`src/rtl/snake_move_ctrl.sv`:
```
// rtl/snake_move_ctrl.sv - button conditioning, direction arbitration and per-tick move issue
//
// Purpose:
//   Synchronises and debounces the four push-buttons, turns debounced rising
//   edges into direction requests, rejects reversals and no-op requests, and
//   offers one move per game tick to the snake engine over valid/ready.
// Ports:
//   clk, rst                         12 MHz clock, synchronous active-high reset
//   btn_up/right/down/left           raw active-high buttons (asynchronous)
//   move_valid, move_ready, move_dir move offer handshake; dir 00 up 01 right 10 down 11 left
//   cur_dir                          last direction accepted by the engine
//   tick_overrun                     sticky: a tick expired while a move was still unaccepted
module snake_move_ctrl #(
    parameter int DEB_CYCLES  = 600_000,
    parameter int TICK_CYCLES = 3_000_000,
    parameter int CNT_W       = 23
) (
    input  logic       clk,
    input  logic       rst,
    input  logic       btn_up,
    input  logic       btn_right,
    input  logic       btn_down,
    input  logic       btn_left,
    output logic       move_valid,
    input  logic       move_ready,
    output logic [1:0] move_dir,
    output logic [1:0] cur_dir,
    output logic       tick_overrun
);

    typedef enum logic {ST_WAIT, ST_OFFER} state_t;

    localparam logic [CNT_W-1:0] DEB_MAX  = CNT_W'(DEB_CYCLES - 1);
    localparam logic [CNT_W-1:0] TICK_MAX = CNT_W'(TICK_CYCLES - 1);

    // Bit index equals the direction code: 0 up, 1 right, 2 down, 3 left.
    logic [3:0] btn_raw;
    assign btn_raw = {btn_left, btn_down, btn_right, btn_up};

    logic [3:0]       sync1_q, sync1_d, sync2_q, sync2_d;
    logic [3:0]       deb_q, deb_d, deb_prev_q, deb_prev_d;
    logic [CNT_W-1:0] deb_cnt_q [4];
    logic [CNT_W-1:0] deb_cnt_d [4];
    logic [CNT_W-1:0] tick_cnt_q, tick_cnt_d;
    state_t           state_q, state_d;
    logic             move_valid_q, move_valid_d;
    logic [1:0]       move_dir_q, move_dir_d;
    logic [1:0]       cur_dir_q, cur_dir_d;
    logic             overrun_q, overrun_d;
    logic             pending_q, pending_d;
    logic [1:0]       pending_dir_q, pending_dir_d;

    logic       tick;
    logic [3:0] press;
    logic [1:0] press_dir;
    logic [1:0] ref_dir;
    logic       press_ok;

    // Input conditioning: the debounced level only moves after DEB_CYCLES
    // consecutive disagreeing samples; one agreeing sample restarts the count.
    always_comb begin
        sync1_d    = btn_raw;
        sync2_d    = sync1_q;
        deb_d      = deb_q;
        deb_prev_d = deb_q;
        for (int i = 0; i < 4; i++) begin
            deb_cnt_d[i] = '0;
            if (sync2_q[i] != deb_q[i]) begin
                if (deb_cnt_q[i] == DEB_MAX) begin
                    deb_d[i] = sync2_q[i];
                end else begin
                    deb_cnt_d[i] = deb_cnt_q[i] + 1'b1;
                end
            end
        end
    end

    assign press = deb_q & ~deb_prev_q;

    // Fixed priority among simultaneous presses; losers are simply dropped.
    always_comb begin
        press_dir = 2'b00;
        if (press[0])      press_dir = 2'b00;
        else if (press[1]) press_dir = 2'b01;
        else if (press[2]) press_dir = 2'b10;
        else if (press[3]) press_dir = 2'b11;
    end

    // Compare against the direction the snake will have after this edge, so a
    // press on the handshake cycle is judged against the move being committed.
    assign ref_dir  = (move_valid_q && move_ready) ? move_dir_q : cur_dir_q;
    assign press_ok = (|press) && (press_dir != ref_dir) && (press_dir != (ref_dir ^ 2'b10));

    assign tick       = (tick_cnt_q == TICK_MAX);
    assign tick_cnt_d = tick ? '0 : tick_cnt_q + 1'b1;

    always_comb begin
        state_d       = state_q;
        move_valid_d  = move_valid_q;
        move_dir_d    = move_dir_q;
        cur_dir_d     = cur_dir_q;
        overrun_d     = overrun_q;
        pending_d     = pending_q;
        pending_dir_d = pending_dir_q;
        case (state_q)
            ST_WAIT: begin
                if (tick) begin
                    state_d      = ST_OFFER;
                    move_valid_d = 1'b1;
                    move_dir_d   = pending_q ? pending_dir_q : cur_dir_q;
                    pending_d    = 1'b0;
                end
            end
            ST_OFFER: begin
                if (move_valid_q && move_ready) begin
                    state_d      = ST_WAIT;
                    move_valid_d = 1'b0;
                    cur_dir_d    = move_dir_q;
                end else if (tick) begin
                    overrun_d = 1'b1;
                end
            end
            default: state_d = ST_WAIT;
        endcase
        // Applied after the tick logic: a press coinciding with a tick in WAIT
        // lands in pending for the following tick rather than this one.
        if (press_ok) begin
            pending_d     = 1'b1;
            pending_dir_d = press_dir;
        end
    end

    always_ff @(posedge clk) begin
        if (rst) begin
            sync1_q       <= '0;
            sync2_q       <= '0;
            deb_q         <= '0;
            deb_prev_q    <= '0;
            for (int i = 0; i < 4; i++) deb_cnt_q[i] <= '0;
            tick_cnt_q    <= '0;
            state_q       <= ST_WAIT;
            move_valid_q  <= 1'b0;
            move_dir_q    <= 2'b01;
            cur_dir_q     <= 2'b01;
            overrun_q     <= 1'b0;
            pending_q     <= 1'b0;
            pending_dir_q <= 2'b00;
        end else begin
            sync1_q       <= sync1_d;
            sync2_q       <= sync2_d;
            deb_q         <= deb_d;
            deb_prev_q    <= deb_prev_d;
            for (int i = 0; i < 4; i++) deb_cnt_q[i] <= deb_cnt_d[i];
            tick_cnt_q    <= tick_cnt_d;
            state_q       <= state_d;
            move_valid_q  <= move_valid_d;
            move_dir_q    <= move_dir_d;
            cur_dir_q     <= cur_dir_d;
            overrun_q     <= overrun_d;
            pending_q     <= pending_d;
            pending_dir_q <= pending_dir_d;
        end
    end

    assign move_valid   = move_valid_q;
    assign move_dir     = move_dir_q;
    assign cur_dir      = cur_dir_q;
    assign tick_overrun = overrun_q;

endmodule

```
`config.mk`:
```
export PLATFORM = sky130hd
export DESIGN_NAME = snake_move_ctrl
export DESIGN_NICKNAME = d
export VERILOG_FILES = /design/src/rtl/snake_move_ctrl.sv
export SDC_FILE = /design/constraint.sdc
export NUM_CORES = 1
export LEC_CHECK = 0
export ABC_AREA = 1
export CAP_MARGIN = 20
export CORE_AREA = 2 2 109 111
export DETAILED_ROUTE_END_ITERATION = 6
export DIE_AREA = 0 0 111 113
export PLACE_DENSITY = 0.78
export SLEW_MARGIN = 40
export SYNTH_ARGS = -nofsm -noshare
export SYNTH_HDL_FRONTEND = slang
export SYNTH_SLANG_ARGS = --single-unit
```
`constraint.sdc`:
```
create_clock -name clk -period 1.7 [get_ports clk]
set_clock_uncertainty 0.1 [all_clocks]
set_input_delay 0.34 -clock clk [delete_from_list [all_inputs] [get_ports clk]]
set_output_delay 0.34 -clock clk [all_outputs]
set_load 0.005 [all_outputs]
```
==> results by group <==
Outcome
  – Status: completed

GRT
  – Largest net degree at the start of global routing: 24
  – GRT overflow: 0
  – Vias in the first global route: roughly 5,700
  – First-pass GRT wire length: 24.0 mm
  – Total GRT Usage: 0.231
  – Initial antenna violation count: 0

CTS
  – Hold-fix buffers at CTS: 0
  – Clk sinks: 141
  – Worst skew pair latency: between 400 and 500 ps
  – Clock Tree Buf Depth: 2
  – Clk pin slew, worst setup/hold paths: 60 ps
  – CTS Buf Count: 17
  – Clk root buf: clkbuf_16
  – H-tree Lvls: 4
  – CTS tree: built

Setup path
  – Critical-path top delay cell: dfxtp_2
  – Crit-path cells: ha_4 > nand3_2 > nor2_4 > inv_2 > nor2_2 > nand3_2 > nand2_4 > clkbuf_16 > a21oi_1
  – Critical Path AT: about 1800 ps
  – Critical path data required time: 1920 ps
  – Crit path capture type: flop
  – Critical path startpoint category: flop
  – Kind of critical path: reg -> reg
  – Max incr delay on CP: 350 ps
  – Cell repeated most along the worst path: nand3_2
  – Critical Path Fanout Max: 6

Floorplan
  – DIE WIDTH: around 110 um
  – Core area: 11,300 um^2
  – # IOs: 13
  – DIE HEIGHT: 113 um
  – Starting density of the core: 0.615
  – Die ar.: between 10,000 and 15,000 um^2
  – Site Rows: 39

Route
  – Via-to-Cell Ratio: 5.08
  – First drt pass iteration count: 5
  – Drt wl/cell: 11.6 um
  – Vias after detailed routing: 6,200
  – Post-route DRC: 0
  – DRT antenna net count: 0
  – Final wirelength: between 10 and 15 mm
  – Initial drt markers: 369

Placed design
  – Routability congestion estimate: 0.914
  – # port buffers: 12
  – Dpl ws: -44.6 ps
  – DP HPWL: 9.73 mm

Finish
  – Highest-count cells in the layout ignoring fill and taps: nand2_1 (241), nor2_1 (215), dfxtp_1 (134)
  – Share of layout cells above drive strength 1: 0.115
  – Syn-to-layout area delta: 17.4%
  – Commonest non-fill, non-tap cell in the layout: nand2_1
  – Nets@finish: 1,077
  – Antenna Cells: 0

Pwr
  – Worst vdd ir: 920 uV
  – Leak: 2.81 nW
  – Pwr dens: 869 nW/um^2

Timing
  – Final hold vios: 0
  – Peak Freq: 625 MHz
  – Sum Neg Setup Slack: 0 ps
  – Final setup vio count: 0
  – Period utilisation layout: 0.941
  – Final Max Tran Viols: 0
  – RSZ-0062 raised after global routing: yes
  – Setup ws final: 101 ps
  – Least-Margin Pin Slew: 383 ps
  – Tmin final: 1600 ps
  – Slew margin rel.: 0.744

Synth
  – Register bit total from synthesis: 141
  – Cell variety after synth: 35
  – Syn Nets: 1,030
  – Average size of a mapped cell: between 6 and 7 um^2
  – Syn Std Cell Area: 6930 um^2
  – Synth warn: 0
  – Seq/Total Area, Yosys: 0.407
  – Cells after Synth: 1,018

Job
  – # Max-Cap Violations: 0

Min path
  – Hold WC Path Type: reg -> reg
[cell usage after synthesis, drive strengths merged]
cell type	number	area, um^2
nand4	21	131
nor3	25	145
buf	11	110
nand2	251	972
o21ai	19	95.1
or2	12	75.1
inv	117	439
o211ai	1	7.51
nand3	66	345
o21bai	1	7.51
nor3b	2	15.0
clkbuf	2	7.51
dfxtp	141	2820
xor2	28	245
ha	5	62.6
nor2	232	941
nand3b	11	98.8
a21oi	61	309
xnor2	11	96.3
and2	1	6.26
[per-layer routing]
metal	global-route usage	vias up	share of wire
li1	-	3303	-
met1	0.281	2778	0.46
met2	0.393	92	0.49
met3	0.0546	27	0.028
met4	0.103	0	0.022
met5	0	-	0
[final timing paths]
kind / slack [ps] / to / start / depth (start not counted)
setup / recovery: 100 / deb_cnt_q[0][19] / deb_cnt_q[0][0] / 9
hold / removal: 300 / sync2_q[1] / sync1_q[1] / 2
setup reg to reg: 100 / deb_cnt_q[0][19] / deb_cnt_q[0][0] / 9
hold reg to reg: 300 / sync2_q[1] / sync1_q[1] / 2
[power breakdown]
group | internal (mW) | total (mW) | switching, mW
Combinational | 0.0590 | 0.121 | 0.0620
Sequential | 3.32 | 3.33 | 0.00971
Clock | 2.20 | 3.62 | 1.43
Total | 5.58 | 7.08 | 1.50
[through the flow]
stage | power, mW | hold slack [ps] | instances | utilization | area [um^2]
final | 7.08 | 305 | 1221 | 0.722 | 8140
after detailed placement | 3.51 | 300 | 1183 | 0.652 | 7350
after CTS | 7.12 | 307 | 1215 | 0.703 | 7930
after global placement | 3.51 | 294 | 1183 | 0.652 | 7350
after floorplan | 3.47 | 288 | 1018 | - | 6930
after global routing | 7.31 | 317 | 1221 | 0.722 | 8140
[critical path: cells and delay by family (launching register included)]
kind,cells,cell delay (ps)
compound gates,1,40
fa+ha+maj,1,140
buf+inv,2,230
flops,1,350
simple gates,5,610
[area by class of cell]
cell class | count | area, um^2
multi-input combinational | 747 | 3640
fill | 889 | 3130
sequential | 141 | 2830
timing repair buffer | 41 | 467
clock buffer | 19 | 443
inverter | 117 | 439
tap | 143 | 179
clock inverter | 13 | 139
[state kept, by name, indices dropped and copies added, names as in the netlist]
signal / cells
cur_dir: 2
deb_cnt_q: 92
deb_prev_d: 4
deb_prev_q: 4
move_dir: 2
move_valid: 1
pending_dir_q: 2
pending_q: 1
state_q: 1
sync1_q: 4
sync2_q: 4
tick_cnt_q: 23
tick_overrun: 1
[logic make-up after synthesis]
kind of cell               synth area share
buffers and inverters                0.0803
adders and majority gates           0.00902
and+or+nand+nor                       0.394
xor gates and xnor gates             0.0493
DFF                                   0.407
AOI/OAI and AO/OA                    0.0605
[repair_timing]
action                     in CTS  in global routing
setup endpoints to repair       6                 94
pin swaps                       0                  6
cloned                          0                  5
gates resized for setup        10                 23
setup buffers                   0                  1
(Power assumes the default switching activity.)
